--- config.mk ---
export PLATFORM = sky130hd
export DESIGN_NAME = nucore_sequencer
export DESIGN_NICKNAME = d
export VERILOG_FILES = /design/src/rtl/nucore_pkg.sv /design/src/rtl/nucore_drain_timer.sv /design/src/rtl/nucore_sequencer.sv
export SDC_FILE = /design/constraint.sdc
export NUM_CORES = 1
export LEC_CHECK = 0
export BUFFER_PORTS_ARGS = -buffer_cell sky130_fd_sc_hd__buf_2
export CAP_MARGIN = 25
export CORE_ASPECT_RATIO = 1.5
export CORE_MARGIN = 8
export CORE_UTILIZATION = 28
export CTS_CLUSTER_SIZE = 30
export DETAILED_ROUTE_END_ITERATION = 8
export GPL_TIMING_DRIVEN = 0
export PLACE_DENSITY = 0.53
export SETUP_SLACK_MARGIN = 0.4
export SLEW_MARGIN = 40
export SYNTH_ARGS = -nofsm -noshare
export SYNTH_HDL_FRONTEND = slang
export SYNTH_SLANG_ARGS = --single-unit
--- constraint.sdc ---
create_clock -name clk -period 1.7 [get_ports clk]
set_input_delay 0.085 -clock clk [delete_from_list [all_inputs] [get_ports clk]]
set_output_delay 0.085 -clock clk [all_outputs]
set_load 0.05 [all_outputs]
--- src/rtl/nucore_pkg.sv ---
// Shared types and default sizing for the nucore instruction sequencer.
package nucore_pkg;

    localparam int unsigned NUCORE_ADDR_W     = 6;
    localparam int unsigned NUCORE_PIPE_DEPTH = 3;

    typedef enum logic [2:0] {
        StIdle,
        StRun,
        StStep,
        StDrain,
        StDone
    } nucore_state_e;

endpackage

--- src/rtl/nucore_drain_timer.sv ---
// Loadable down-counter; expired_o is high once the loaded count has run out.
module nucore_drain_timer #(
    parameter int unsigned Width = 2
) (
    input  logic             clk_i,
    input  logic             rst_ni,
    input  logic             load_i,
    input  logic [Width-1:0] load_val_i,
    input  logic             dec_i,
    output logic             expired_o
);

    logic [Width-1:0] cnt_q, cnt_d;

    always_comb begin
        cnt_d = cnt_q;
        if (load_i) begin
            cnt_d = load_val_i;
        end else if (dec_i && (cnt_q != '0)) begin
            cnt_d = cnt_q - Width'(1);
        end
    end

    always_ff @(posedge clk_i) begin
        if (!rst_ni) begin
            cnt_q <= '0;
        end else begin
            cnt_q <= cnt_d;
        end
    end

    assign expired_o = (cnt_q == '0);

endmodule

--- src/rtl/nucore_sequencer.sv ---
// Run/step/halt instruction sequencer with pipeline drain.
// Define NUCORE_ZHALT_EN to let z_flag halt free-running execution like halt_req.
module nucore_sequencer
    import nucore_pkg::*;
#(
    parameter int unsigned ADDR_W     = NUCORE_ADDR_W,
    parameter int unsigned PIPE_DEPTH = NUCORE_PIPE_DEPTH
) (
    input  logic              clk,
    input  logic              reset,
    input  logic              run,
    input  logic              step,
    input  logic              halt_req,
    input  logic [ADDR_W-1:0] prog_len,
    input  logic              z_flag,
    output logic              pc_enable,
    output logic [ADDR_W-1:0] count,
    output logic              flush,
    output logic              busy,
    output logic              done
);

    localparam int unsigned DrainW = (PIPE_DEPTH > 1) ? $clog2(PIPE_DEPTH) : 1;

    nucore_state_e     state_q;
    logic [ADDR_W-1:0] count_q;
    logic [ADDR_W-1:0] last_q;
    logic              pc_enable_q;
    logic              flush_q;
    logic              busy_q;
    logic              done_q;
    logic              halted_q;
    logic              last_hit_q;

    logic              run_halt;
    logic              fetch_last;
    logic              run_exit;
    logic [ADDR_W-1:0] count_inc;
    logic              drain_load;
    logic              drain_dec;
    logic              drain_expired;

`ifdef NUCORE_ZHALT_EN
    assign run_halt = halt_req | z_flag;
`else
    logic unused_z_flag;
    assign unused_z_flag = z_flag;
    assign run_halt      = halt_req;
`endif

    // The address after last_q wraps to 0, so count never exceeds last_q.
    assign fetch_last = (count_q == last_q);
    assign count_inc  = fetch_last ? '0 : count_q + ADDR_W'(1);
    assign run_exit   = run_halt || fetch_last;

    always_comb begin
        drain_load = 1'b0;
        case (state_q)
            StRun:   drain_load = run_exit;
            StStep:  drain_load = 1'b1;
            default: drain_load = 1'b0;
        endcase
    end

    assign drain_dec = (state_q == StDrain);

    nucore_drain_timer #(
        .Width (DrainW)
    ) u_drain_timer (
        .clk_i      (clk),
        .rst_ni     (reset),
        .load_i     (drain_load),
        .load_val_i (DrainW'(PIPE_DEPTH - 1)),
        .dec_i      (drain_dec),
        .expired_o  (drain_expired)
    );

    always_ff @(posedge clk) begin
        if (!reset) begin
            state_q     <= StIdle;
            count_q     <= '0;
            last_q      <= '0;
            pc_enable_q <= 1'b0;
            flush_q     <= 1'b1;
            busy_q      <= 1'b0;
            done_q      <= 1'b0;
            halted_q    <= 1'b0;
            last_hit_q  <= 1'b0;
        end else begin
            flush_q <= 1'b0;
            case (state_q)
                StIdle: begin
                    if (step || run) begin
                        state_q     <= step ? StStep : StRun;
                        last_q      <= prog_len;
                        pc_enable_q <= 1'b1;
                        busy_q      <= 1'b1;
                    end
                end
                StRun: begin
                    count_q <= count_inc;
                    if (run_exit) begin
                        state_q     <= StDrain;
                        pc_enable_q <= 1'b0;
                        halted_q    <= run_halt;
                        last_hit_q  <= fetch_last;
                    end
                end
                StStep: begin
                    count_q     <= count_inc;
                    state_q     <= StDrain;
                    pc_enable_q <= 1'b0;
                    halted_q    <= 1'b0;
                    last_hit_q  <= fetch_last;
                end
                StDrain: begin
                    if (halt_req) begin
                        halted_q <= 1'b1;
                    end
                    if (drain_expired) begin
                        busy_q <= 1'b0;
                        if (last_hit_q || halted_q || halt_req) begin
                            state_q <= StDone;
                            done_q  <= 1'b1;
                        end else begin
                            state_q    <= StIdle;
                            halted_q   <= 1'b0;
                            last_hit_q <= 1'b0;
                        end
                    end
                end
                StDone: begin
                    if (!run && !step) begin
                        state_q    <= StIdle;
                        done_q     <= 1'b0;
                        flush_q    <= 1'b1;
                        count_q    <= '0;
                        halted_q   <= 1'b0;
                        last_hit_q <= 1'b0;
                    end
                end
                default: begin
                    state_q <= StIdle;
                end
            endcase
        end
    end

    assign pc_enable = pc_enable_q;
    assign count     = count_q;
    assign flush     = flush_q;
    assign busy      = busy_q;
    assign done      = done_q;

endmodule

* After elaboration in Yosys (flattened, before gate mapping)
Index checks and enable logic that the tools add are counted.
** Word-level totals
- Output and inout bits :: 10
- Word-level logic and storage cells :: 85
- Bits of input ports :: 12
- Bits in registers :: 23
** Operators by class
- $add $sub $neg :: 2
- Equal/unequal tests :: 11
- Bitwise gates (word level) :: 1
- Muxes and demuxes :: 33
- Reductions and logical operators :: 27
** Operators by type and width (number)
- $mux 1 :: 15
- $mux 3 :: 5
- $pmux 3 s5 :: 1
- $mux 6 :: 2
- $ne 2x2->1 const B :: 6
- $pmux 6 s2 :: 1
- $reduce_bool 2->1 :: 5
- $reduce_and 3->1 :: 3
- $pmux 1 s4 :: 2
- $reduce_and 4->1 :: 2
- $add 6x1->6 const B :: 1
- $eq 3x2->1 const B :: 2
- $eq 6x6->1 :: 1
- $mux 2 :: 3
- $pmux 1 s2 :: 3
- $reduce_and 5->1 :: 1
- $logic_or 1x1->1 :: 4
- $reduce_and 2->1 :: 2
- $reduce_bool 4->1 :: 1
- $reduce_or 2->1 :: 2
- $eq 3x1->1 const B :: 1
- $eq 3x3->1 const B :: 1
- $logic_not 3->1 :: 1
- $pmux 1 s3 :: 1
- other kinds (6) :: 8

* Logic depth before layout (Yosys ltp)
Gate-level depths: netlist (run 1).
- Word-level depth :: 5
- Depth in mapped cells :: 6

* Cells and area by module
From an unflattened synthesis (run 1), not the netlist that was laid out.
** Second synthesis, totals
- Cell total of the unflattened synthesis :: 148
- Area total of the unflattened synthesis :: 1295.0 um2
** Modules (own cells, without submodules)
- nucore_sequencer :: area an instance 1172.4 um2, instances 1, cells each 134
- nucore_drain_timer :: area an instance 122.6 um2, instances 1, cells each 14

* Least setup slack after synthesis (run 1)
Ideal clock, no wire load.
- Kind :: reg-to-reg
- Start :: reg count_q[2], in the netlist count[2]
- End :: reg halted_q
- Required time :: 1578 ps
- Path buffers :: 0
- Setup time :: 122 ps
- Arrival time :: 1784 ps
- Period minus slack after synthesis :: 1906 ps
- Slack :: -206 ps
- Stages on the path, launching flop included :: 5
- Cells stage by stage :: dfxtp_1 > xnor2_2 > nand4_2 > o311a_1 > o311a_1
** On the way
- Longest elaborated chain between the ends :: 4
** RTL lines
- start: declaration :: RTL line nucore_sequencer.sv:26 : logic [ADDR_W-1:0] count_q;
- start signal: assignment :: RTL line nucore_sequencer.sv:101 : count_q <= count_inc;
- start signal: assignment :: RTL line nucore_sequencer.sv:110 : count_q <= count_inc;
- $eq 6x6->1 :: RTL line nucore_sequencer.sv:52 : assign fetch_last = (count_q == last_q);
- $logic_or 1x1->1 :: RTL line nucore_sequencer.sv:54 : assign run_exit = run_halt || fetch_last;
- $ne 2x2->1 (no source line)
- $reduce_and 3->1 (no source line)
- end signal: assignment :: RTL line nucore_sequencer.sv:105 : halted_q <= run_halt;
- end: declaration :: RTL line nucore_sequencer.sv:32 : logic halted_q;
Every way passes these cells.
A chain may end at the register's enable or synchronous reset.

* Worst setup path in the final report (run 1)
- Start :: reg state_q[1]
- End :: reg count_q[0], in the netlist count[0]
** On the way
- Longest elaborated chain between the ends :: 4
- Elaborated cells on any way between the ends :: 8
- Those cells by class :: eq/ne (4); mux (1); reduce/logical (3)
** RTL lines
- start: declaration :: RTL line nucore_sequencer.sv:25 : nucore_state_e state_q;
- start signal: assignment :: RTL line nucore_sequencer.sv:80 : state_q <= StIdle;
- start signal: assignment :: RTL line nucore_sequencer.sv:94 : state_q <= step ? StStep : StRun;
- start signal: assignment :: RTL line nucore_sequencer.sv:103 : state_q <= StDrain;
- $eq 3x1->1 / $eq 3x2->1 (equally long branches) :: RTL line nucore_sequencer.sv:91 : case (state_q)
- $reduce_or 2->1 (no source line)
- $reduce_bool 2->1 (no source line)
- $reduce_and 2->1 (no source line)
Several ways; a longest one is shown, not always the timed one.

==> results of run 1 <==
-- logic make-up after synthesis --
family / after synthesis
and+or+nand+nor: 51
adders and majority gates: 2
DFF: 23
muxes: 6
buffers and inverters: 10
xor gates and xnor gates: 11
AOI/OAI and AO/OA: 32
-- worst max-delay path: cells and delay by family (launching register included) --
kind	cells	cell delay, ps
and+or+nand+nor	3	690
DFF	1	330
AOI/OAI and AO/OA	2	230
buffers and inverters	1	130
-- area by class of cell --
cell class | instances | area, sq um | area share
buffer | 6 | 48.8 | 0.0271
inverter | 4 | 20.0 | 0.0111
multi-input combinational | 102 | 848 | 0.471
timing repair buffer | 42 | 287 | 0.159
tap | 48 | 60.1 | 0.0334
sequential | 23 | 489 | 0.272
clock buffer | 3 | 41.3 | 0.0229
clock inverter | 1 | 5.00 | 0.00278
-- power by group through the flow --
| stage | combinational [uW] | sequential, uW | clock (uW) |
|---|---|---|---|
| floorplan | 677 | 858 | 0 |
| global placement | 964 | 753 | 0 |
| detailed placement | 984 | 756 | 0 |
| CTS | 1280 | 736 | 364 |
| global route | 1510 | 761 | 384 |
| finish | 1400 | 745 | 354 |
-- routing by layer --
metal  part of all wire  track usage  up-vias
met5                  0            0        -
met4              0.033       0.0548        0
met3              0.046       0.0246        9
met2               0.52        0.168       25
met1               0.40        0.101      544
li1                   -            -      574
-- sequential cells by signal (all words and copies together) (netlist names) --
name,count
count,6
halted_q,1
last_q,6
busy,1
done,1
pc_enable,1
flush,1
u_drain_timer.cnt_q,2
last_hit_q,1
state_q,3
-- worst paths after layout --
| check | start | to | slack, ps | cells past startpoint |
|---|---|---|---|---|
| worst max register to register | state_q[1] | count[0] | 260 | 6 |
| worst max-delay path | state_q[1] | count[0] | 260 | 6 |
| worst min-delay path | prog_len[2] | last_q[2] | 70 | 3 |
| worst min register to register | done | done | 450 | 2 |
-- per-stage QoR --
stage,util,instance area [sq um]
after floorplan,-,1330
after global placement,0.335,1480
after detailed placement,0.335,1480
after CTS,0.383,1700
after global routing,0.406,1800
final,0.406,1800
-- cells in the final DEF, fill, tap and decap left out, types with 3 or more instances in the layout --
cell | synthesis | final
sky130_fd_sc_hd__buf_4 | 3 | 18
sky130_fd_sc_hd__nor2b_1 | 7 | 6
sky130_fd_sc_hd__xnor2_2 | 4 | 4
sky130_fd_sc_hd__dfxtp_2 | 0 | 5
sky130_fd_sc_hd__nand3_1 | 7 | 7
sky130_fd_sc_hd__dfxtp_4 | 0 | 6
sky130_fd_sc_hd__clkbuf_1 | 3 | 3
sky130_fd_sc_hd__buf_2 | 0 | 19
sky130_fd_sc_hd__xor2_1 | 5 | 4
sky130_fd_sc_hd__nand2_1 | 14 | 14
sky130_fd_sc_hd__dfxtp_1 | 23 | 12
sky130_fd_sc_hd__clkbuf_8 | 0 | 3
sky130_fd_sc_hd__buf_6 | 0 | 7
sky130_fd_sc_hd__mux2i_1 | 6 | 6
sky130_fd_sc_hd__o21ai_0 | 11 | 5
sky130_fd_sc_hd__o21ai_1 | 2 | 5
-- timing repair --
item	CTS	global route
gates resized for setup	13	19
buffers inserted	19	4
endpoints found under the setup margin	21	21
endpoints found under the hold margin	0	0
pin swaps	12	7
==> metrics.md, run 1 <==
| Metric | Value |
|---|---|
| Initial core utilization | `0.286` |
| Die Footprint | `between 6000 and 7000 sq um` |
| N_diodes | `0` |
| Power Density | `1390 nW/um^2` |
| Clock buffer depth | `2` |
| Vias after detailed routing | `1152` |
| Setup repair after global routing missed its margin | `true` |
| Cell count after placement | `202` |
| Synth Area in XOR/XNOR | `0.0999` |
| Area fraction of the dominant cell type after synthesis | `0.364` |
| Synthesis-stage register bit count | `23` |
| Post-detail-place hpwl | `2.30 mm` |
| Internal Power | `1500 uW` |
| Critical path peak fanout | `7` |
| Horizontal die dimension | `70.9 um` |
| Sequential power share | `0.298` |
| Slew at the pin closest to its max-slew limit | `423 ps` |
| Wire length of the first global-routing pass | `between 5 and 6 mm` |
| First-pass detailed-route iteration total | `4` |
| Post-route antenna net violation count | `0` |
| Std cell rows | `30` |
| Final worst hold slack | `a little under 70 ps` |
| Total number of nets in the final design | `196` |
| Result of the run | `completed` |
| List of cells traversed by the critical path | `buf_8 -> nor3b_4 -> a22oi_2 -> or3_1 -> o21ai_1 -> and2_1` |
| Clock network fraction of design power | `0.142` |
| Aggregate global routing overflow | `0` |
| Mean number of vias per cell | `5.03` |
| Master of the slowest instance on the critical path | `sky130_fd_sc_hd__dfxtp_2` |
| Worst setup margin | `258 ps` |
| Switch Pwr | `1000 uW` |
| Main synth FF type | `sky130_fd_sc_hd__dfxtp_1` |
| Final weighted congestion in routability-driven placement | `0.772` |
| Clock tree root buffer cell | `sky130_fd_sc_hd__clkbuf_8` |
| Share of synthesized cell area in full adder, half adder and majority cells | `0.0198` |
| Via count of the first global-routing pass | `1152` |
| Average size of a mapped cell | `9.37 sq um` |
| I/O pin count | `22` |
| Core Box Area | `4430 sq um` |
| Number of buffers inserted during clock tree synthesis | `3` |
| Top cells by instance count after synthesis | `sky130_fd_sc_hd__dfxtp_1 (23), sky130_fd_sc_hd__nand2_1 (14), sky130_fd_sc_hd__o21ai_0 (11)` |
| Share of post-route cells with drive strength above 1 | `0.492` |
| Clock network latency to the later pin of the worst-skew pair | `~270 ps` |
| Share of synthesized area spent on multiplexers | `0.0475` |
| Share of synthesized cell area in and, or, nand and nor gates | `0.254` |
| Post-layout min period | `1440 ps` |
| Mapped Nets | `~150` |
| Data required time of the worst path | `1910 ps` |
| GR Util All Layers | `0.0964` |
| Detailed-route DRC error count | `0` |
| Normalized max-slew margin | `0.718` |
| Number of design-rule violations left by the first detailed-router iteration | `84` |
| Final count of negative-setup-slack endpoints | `0` |
| Biggest area consumer among synthesized cells | `sky130_fd_sc_hd__dfxtp_1` |
| Input/output buffers | `19` |
| Final sum of negative setup slack | `0 ps` |
| Number of H-tree levels | `1` |
| Worst-case clock skew | `2.67 ps` |
| Number of filler cells placed in the layout | `448` |
| Critical path's largest stage delay | `330 ps` |
| Final hold violation count | `0` |
| Combinational family with the most area after synthesis | `simple AND/OR/NAND/NOR gates` |
| Clock slew seen by the registers of the worst setup and hold paths | `90 ps` |
| Combinational fraction of design power | `0.560` |
| Hold WC Path Type | `in2reg` |
| Cell with the most instances after synthesis | `sky130_fd_sc_hd__dfxtp_1` |
| Number of synthesis warnings | `0` |
| Final critical-path share of the clock period | `0.848` |
| Worst Path Class, Setup | `reg2reg` |
| EDFF count, synth | `0` |
| Max_cap viols | `0` |
| Non-Filler Instances | `229` |
| Leakage power of the design | `0.000759 uW` |
| Total detailed-routing wirelength | `3.35 mm` |
| Number of distinct library cells after synthesis | `44` |
| Chip height | `between 90 and 100 um` |
| Largest voltage drop on the vdd net | `0.420 mV` |
| Post-synthesis cell count | `around 140` |
| Type of element launching the critical path | `flop` |
| Maximum number of pins on one net before global-route repair | `14` |
| Clock tree from TritonCTS | `built` |
| Overall power of the completed layout | `2500 uW` |
| Count of pins over their slew limit | `0` |
| Worst Setup Slack post-DPL | `179 ps` |
| Area contributors post-synth | `sky130_fd_sc_hd__dfxtp_1 (36%), sky130_fd_sc_hd__xnor2_2 (5.1%), sky130_fd_sc_hd__mux2i_1 (4.7%)` |
| Area of the mapped netlist | `1260 sq um` |
| Layout overhead on the synthesized area | `42.2%` |
| Max Fclk | `694 MHz` |
| CP endpoint kind | `flop` |
| Switching part of the total power | `0.401` |
| Hold Buf Count CTS | `0` |
| Complex-gate fraction of the synthesized area | `0.176` |
| Share of synthesized area occupied by flip-flops and latches | `0.364` |
| Clock sinks | `23` |
| Endpoint arrival time on the critical path | `1650 ps` |
| WL per Instance | `14.6 um` |
| Share of synthesized registers carrying an async set or reset | `0` |
| Antenna violations before repair | `0` |
(Power assumes the default switching activity.)
==> inputs of run 2 (changes only) <==
--- a/config.mk
+++ b/config.mk
@@ -5,6 +5,7 @@
 export SDC_FILE = /design/constraint.sdc
 export NUM_CORES = 1
 export LEC_CHECK = 0
+export ABC_AREA = 1
 export BUFFER_PORTS_ARGS = -buffer_cell sky130_fd_sc_hd__buf_2
 export CAP_MARGIN = 25
 export CORE_ASPECT_RATIO = 1.5
==> constraint.sdc (replaced) <==
create_clock -name clk -period 1.4 [get_ports clk]
set_input_delay 0.07 -clock clk [delete_from_list [all_inputs] [get_ports clk]]
set_output_delay 0.07 -clock clk [all_outputs]
set_load 0.05 [all_outputs]
==> metrics.md, run 2 <==
| Metric | Value |
|---|---|
| Result of the run | `completed` |
| Final weighted congestion in routability-driven placement | `between 0.7 and 0.8` |
| Layout overhead on the synthesized area | `51.7%` |
| Antenna violations before repair | `0` |
| Max Fclk | `821 MHz` |
| WL per Instance | `~12 um` |
| Mapped Nets | `199` |
| Maximum number of pins on one net before global-route repair | `13` |
| Commonest non-fill, non-tap cell in the layout | `sky130_fd_sc_hd__nand2_1` |
| Number of filler cells placed in the layout | `around 460` |
| Clock buffer depth | `2` |
| Number of H-tree levels | `1` |
| Clock slew seen by the registers of the worst setup and hold paths | `90 ps` |
| Hold WC Path Type | `in2reg` |
| Top cells by instance count after synthesis | `sky130_fd_sc_hd__nand2_1 (50), sky130_fd_sc_hd__dfxtp_1 (23), sky130_fd_sc_hd__inv_1 (23)` |
| Non-Filler Instances | `~280` |
| Data required time of the worst path | `1560 ps` |
| Max_cap viols | `0` |
| Cell count after placement | `253` |
| Worst setup margin | `about 180 ps` |
| Biggest area consumer among synthesized cells | `sky130_fd_sc_hd__dfxtp_1` |
| Reg-to-reg startpoint | `count[2]` |
| GR Util All Layers | `0.106` |
| Clock tree from TritonCTS | `built` |
| Commonest cells after routing, fill and taps aside | `sky130_fd_sc_hd__nand2_1 (31), sky130_fd_sc_hd__inv_1 (16), sky130_fd_sc_hd__buf_4 (16)` |
| Number of synthesis warnings | `0` |
| Clock network latency to the later pin of the worst-skew pair | `260 ps` |
| Final hold violation count | `0` |
| Post-detail-place hpwl | `2.44 mm` |
| Chip height | `~100 um` |
| Die Footprint | `6930 sq um` |
| Endpoint arrival time on the critical path | `1380 ps` |
| Area of the mapped netlist | `between 1000 and 1500 sq um` |
| Normalized max-slew margin | `0.637` |
| Synthesis-stage register bit count | `23` |
| Post-synthesis cell count | `185` |
| CP endpoint kind | `flop` |
| Critical path peak fanout | `7` |
| Average size of a mapped cell | `6.79 sq um` |
| Horizontal die dimension | `~71 um` |
| Final critical-path share of the clock period | `0.870` |
| Clock tree root buffer cell | `sky130_fd_sc_hd__clkbuf_8` |
| Overall power of the completed layout | `3650 uW` |
| Total detailed-routing wirelength | `3.41 mm` |
| Clock sinks | `23` |
| Share of synthesized registers carrying an async set or reset | `0` |
| Vias after detailed routing | `approximately 1300` |
| Total number of nets in the final design | `between 200 and 250` |
| Setup repair after global routing missed its margin | `true` |
| Area contributors post-synth | `sky130_fd_sc_hd__dfxtp_1 (37%), sky130_fd_sc_hd__nand2_1 (15%), sky130_fd_sc_hd__a21oi_1 (8.0%)` |
| Post-route antenna net violation count | `0` |
| Number of buffers inserted during clock tree synthesis | `3` |
| Count of pins over their slew limit | `0` |
| Share of synthesized area occupied by flip-flops and latches | `0.367` |
| Beginning of the critical path | `count[2]` |
| Initial core utilization | `0.284` |
| Final sum of negative setup slack | `0 ps` |
| Post-layout min period | `1220 ps` |
| Input/output buffers | `20` |
| Share of post-route cells with drive strength above 1 | `0.555` |
| Power Density | `between 1500 and 2000 nW/um^2` |
| Mean number of vias per cell | `around 4.7` |
| Via count of the first global-routing pass | `1340` |
| Type of element launching the critical path | `flop` |
| Wire length of the first global-routing pass | `5.93 mm` |
| Hold Buf Count CTS | `0` |
| Aggregate global routing overflow | `0` |
| Worst Path Class, Setup | `reg2reg` |
| Number of distinct library cells after synthesis | `23` |
| First-pass detailed-route iteration total | `4` |
| Startpoint of the most critical hold path | `prog_len[5]` |
| Worst Setup Slack post-DPL | `117 ps` |
| Worst-case clock skew | `roughly 5.3 ps` |
| Area fraction of the dominant cell type after synthesis | `0.367` |
| Main synth FF type | `sky130_fd_sc_hd__dfxtp_1` |
| N_diodes | `0` |
| Slew at the pin closest to its max-slew limit | `between 500 and 600 ps` |
| Cell with the most instances after synthesis | `sky130_fd_sc_hd__nand2_1` |
| EDFF count, synth | `0` |
| Final count of negative-setup-slack endpoints | `0` |
| Detailed-route DRC error count | `0` |
| Number of design-rule violations left by the first detailed-router iteration | `45` |
| Std cell rows | `30` |
| Largest voltage drop on the vdd net | `0.863 mV` |
| Core Box Area | `4430 sq um` |
| Leakage power of the design | `just over 0.0008 uW` |
| I/O pin count | `22` |
## run 2: cell count changes after synthesis, sizes merged, moves of 3 or more
cell,before,now
nor2,4,20
nor2b,8,0
mux2i,6,0
nand2,14,54
inv,4,31
xnor2,6,0
nand3,7,11
a21oi,3,21
and2,3,0
xor2,5,1
## run 2: cells by family after synthesis
| group | after synthesis | share of synthesized area |
|---|---|---|
| simple gates | 89 | 0.351 |
| compound gates | 37 | 0.154 |
| buf+inv | 33 | 0.102 |
| flops | 23 | 0.367 |
| fa+ha+maj | 2 | 0.0199 |
| xor+xnor | 1 | 0.00697 |
## run 2: final cells by class
type	instances	area, sq um	area share
buffer	2	15.0	0.00788
clock buffer	4	45.0	0.0236
inverter	31	129	0.0676
multi-input combinational	129	852	0.447
sequential	23	502	0.263
tap	48	60.1	0.0315
timing repair buffer	40	303	0.159
## run 2: path summary, 6_finish.rpt
| check | cells past startpoint | to | slack (ps) |
|---|---|---|---|
| hold / removal | 3 | last_q[5] | 70 |
| hold reg to reg | 2 | pc_enable | 450 |
| setup / recovery | 9 | halted_q | 180 |
| setup reg to reg | 9 | halted_q | 180 |
## run 2: critical path, stage by stage, from the launching register on
cell and delay, ps:
sky130_fd_sc_hd__dfxtp_4 380, sky130_fd_sc_hd__inv_2 40, sky130_fd_sc_hd__nand2_2 50, sky130_fd_sc_hd__nand2_2 60, sky130_fd_sc_hd__nor2_4 140, sky130_fd_sc_hd__nand3_4 120
sky130_fd_sc_hd__nand3_4 130, sky130_fd_sc_hd__nand3_1 90, sky130_fd_sc_hd__nand2_1 60, sky130_fd_sc_hd__nor2_1 40
## run 2: per-layer routing
layer	vias to the layer above	GRT usage	wire, um
li1	679	-	-
met1	596	0.108	1400
met2	16	0.192	1860
met3	4	0.0215	93
met4	0	0.0580	51
met5	-	0	0
## run 2: timing repair
item                                    CTS  global route
gates resized for setup                  56            25
endpoints found under the setup margin   25            28
pin swaps                                22             9
buffers inserted                         17             2
hold endpoints to repair                  0             0
gates cloned                              1             0
## run 2: through the flow
stage	util	area, sq um	hold WS [ps]
final	0.430	1910	69.6
after global routing	0.430	1910	88.8
after CTS	0.410	1820	52.5
after detailed placement	0.333	1480	330
after global placement	0.333	1480	329
after floorplan	-	1320	160
## run 2: power breakdown
part / switching (uW) / total (uW) / internal, uW / leakage, uW
combinational: 1310 / 2210 / 907 / 0.000594
clock: 217 / 420 / 203 / 0.0000228
sequential: 155 / 1010 / 859 / 0.000198
total: 1680 / 3650 / 1970 / 0.000815
==> inputs of run 3 (changes only) <==
--- a/config.mk
+++ b/config.mk
@@ -14,7 +14,7 @@
 export CTS_CLUSTER_SIZE = 30
 export DETAILED_ROUTE_END_ITERATION = 8
 export GPL_TIMING_DRIVEN = 0
-export PLACE_DENSITY = 0.53
+export PLACE_DENSITY = 0.54
 export SETUP_SLACK_MARGIN = 0.4
 export SLEW_MARGIN = 40
 export SYNTH_ARGS = -nofsm -noshare
==> constraint.sdc (replaced) <==
create_clock -name clk -period 1 [get_ports clk]
set_input_delay 0.05 -clock clk [delete_from_list [all_inputs] [get_ports clk]]
set_output_delay 0.05 -clock clk [all_outputs]
set_load 0.05 [all_outputs]
==> metrics.md, run 3 (synthesis gave the netlist of run 2 again) <==
| Metric | Value |
|---|---|
| GR Layer Usage met2 | `0.204` |
| Violations in the final reports | `negative setup slack` |
| Setup slack, reg-to-reg | `-210 ps` |
| Clock tree root buffer cell | `sky130_fd_sc_hd__clkbuf_8` |
| Reg-to-reg startpoint | `count[0]` |
| Max_cap viols | `0` |
| Depth of the critical timing path with buffers and inverters included | `9` |
| Wire length of the first global-routing pass | `6.24 mm` |
| N_diodes | `0` |
| Worst setup margin | `-209 ps` |
| Worst Setup Slack post-DPL | `-287 ps` |
| Count of pins over their slew limit | `0` |
| Total detailed-routing wirelength | `3.41 mm` |
| Share of post-route cells with drive strength above 1 | `0.524` |
| Worst Path Class, Setup | `reg2reg` |
| Input/output buffers | `20` |
| Type of element launching the critical path | `flop` |
| Clock sinks | `23` |
| Normalized max-slew margin | `0.612` |
| Hold Buf Count CTS | `0` |
| Clock buffer depth | `2` |
| Largest voltage drop on the vdd net | `1.42 mV` |
| Critical path's largest stage delay | `390 ps` |
| Clock slew seen by the registers of the worst setup and hold paths | `~90 ps` |
| List of cells traversed by the critical path | `inv_4 -> nand2_2 -> nand2_2 -> nor2_4 -> nand3_4 -> nand3_4 -> nand2_2 -> nand2_2 -> a21oi_1` |
| Most utilized layer in the global route result | `met2` |
| Core Box Area | `4430 sq um` |
| Total number of nets in the final design | `242` |
| Hold WC Path Type | `in2reg` |
| Met1 global-route usage | `0.114` |
| Chip height | `98.0 um` |
| Data required time of the worst path | `1160 ps` |
| Layout overhead on the synthesized area | `55.4%` |
| Aggregate global routing overflow | `0` |
| Result of the run | `complete, but fails checks` |
| Final weighted congestion in routability-driven placement | `0.781` |
| Number of H-tree levels | `1` |
| Final worst hold slack | `31.4 ps` |
| Final count of negative-setup-slack endpoints | `22` |
| Mean number of vias per cell | `4.70` |
| Most frequent cell on the critical path | `sky130_fd_sc_hd__nand2_2` |
| Post-layout min period | `1210 ps` |
| I/O pin count | `22` |
| CP endpoint kind | `flop` |
| WL per Instance | `12.4 um` |
| Final hold violation count | `0` |
| Post-route antenna net violation count | `0` |
| Clock network latency to the later pin of the worst-skew pair | `260 ps` |
| Commonest non-fill, non-tap cell in the layout | `sky130_fd_sc_hd__nand2_1` |
| Overall power of the completed layout | `5320 uW` |
| Worst Hold Depth | `2` |
| Slew at the pin closest to its max-slew limit | `582 ps` |
| Leakage power of the design | `0.000818 uW` |
| Clock tree from TritonCTS | `built` |
| Crit path max-delay family | `simple AND/OR/NAND/NOR gates` |
| Endpoint arrival time on the critical path | `1370 ps` |
| Std cell rows | `30` |
| First-pass detailed-route iteration total | `4` |
| Setup repair after global routing missed its margin | `true` |
| Die Footprint | `6930 sq um` |
| Via count of the first global-routing pass | `approximately 1400` |
| Count of cells along the worst register-to-register path | `9` |
| Post-detail-place hpwl | `2.44 mm` |
| Antenna violations before repair | `0` |
| Maximum number of pins on one net before global-route repair | `13` |
| GR Util All Layers | `0.110` |
| Vias after detailed routing | `1293` |
| Startpoint of the most critical hold path | `reset` |
| Number of buffers inserted during clock tree synthesis | `3` |
| Worst reg2reg endpoint | `u_drain_timer.cnt_q[0]` |
| Final critical-path share of the clock period | `1.21` |
| Max Fclk | `827 MHz` |
| Worst-case clock skew | `around 4.8 ps` |
| Master of the slowest instance on the critical path | `sky130_fd_sc_hd__dfxtp_4` |
| Horizontal die dimension | `around 70 um` |
| Initial core utilization | `0.284` |
| Power Density | `2730 nW/um^2` |
| Commonest cells after routing, fill and taps aside | `sky130_fd_sc_hd__nand2_1 (36), sky130_fd_sc_hd__inv_1 (16), sky130_fd_sc_hd__nand2_2 (15), sky130_fd_sc_hd__a21oi_1 (15), sky130_fd_sc_hd__buf_4 (14)` |
| GR Layer Usage met3 | `0.0164` |
| Hold Path Sink | `flush` |
| Number of design-rule violations left by the first detailed-router iteration | `35` |
| Worst Path Buf+Inv | `1` |
| Detailed-route DRC error count | `0` |
| Critical path peak fanout | `7` |
==> run 3: cell count changes in the layout (fill, tap and decap cells not counted), sizes merged <==
cell / previous run / this run
clkbuf: 8 / 5
buf: 38 / 39
==> run 3: how the worst max path moves through the flow <==
stage          startpoint                     end
4_1_cts        state_q[0]                count[5]
2_1_floorplan    count[2]               pc_enable
5_1_grt        state_q[1]                count[5]
3_3_place_gp     count[2]               pc_enable
3_5_place_dp     count[2]               pc_enable
6_report         count[0]  u_drain_timer.cnt_q[0]
==> run 3: cell type report <==
class / instances / area (sq um)
fillers: 466 / 2480
multi-input cells: 129 / 832
flip-flops and latches: 23 / 503
repair buffers: 38 / 367
inverters: 31 / 126
well taps: 48 / 60.1
clock buffers: 4 / 45.0
plain buffers: 2 / 18.8
==> run 3: through the flow <==
step	cells	TNS [ps]	instance area [sq um]	util
6_report	275	-3450	1950	0.441
5_1_grt	275	-5410	1950	0.441
3_3_place_gp	253	-4530	1500	0.339
2_1_floorplan	185	-2710	1340	-
4_1_cts	272	-3600	1900	0.430
3_5_place_dp	253	-4610	1500	0.339
==> run 3: timing repair <==
item / in CTS / in global routing
setup endpoints to repair: 33 / 33
buffers inserted: 14 / 3
gates cloned: 1 / 0
pin swaps: 15 / 7
endpoints found under the hold margin: 0 / 0
gates resized for setup: 79 / 8
==> run 3: power breakdown <==
group	leakage (uW)	switching [uW]	internal, uW
combinational	0.000597	1850	1450
clock	0.0000228	301	284
sequential	0.000198	232	1200
==> run 3: metal layers <==
metal / vias to the layer above / share of wire / wire length, um
met2: 17 / 0.55 / 1880
met1: 593 / 0.41 / 1390
met3: 6 / 0.021 / 72
met4: 0 / 0.023 / 78
met5: - / 0 / 0
li1: 677 / - / -
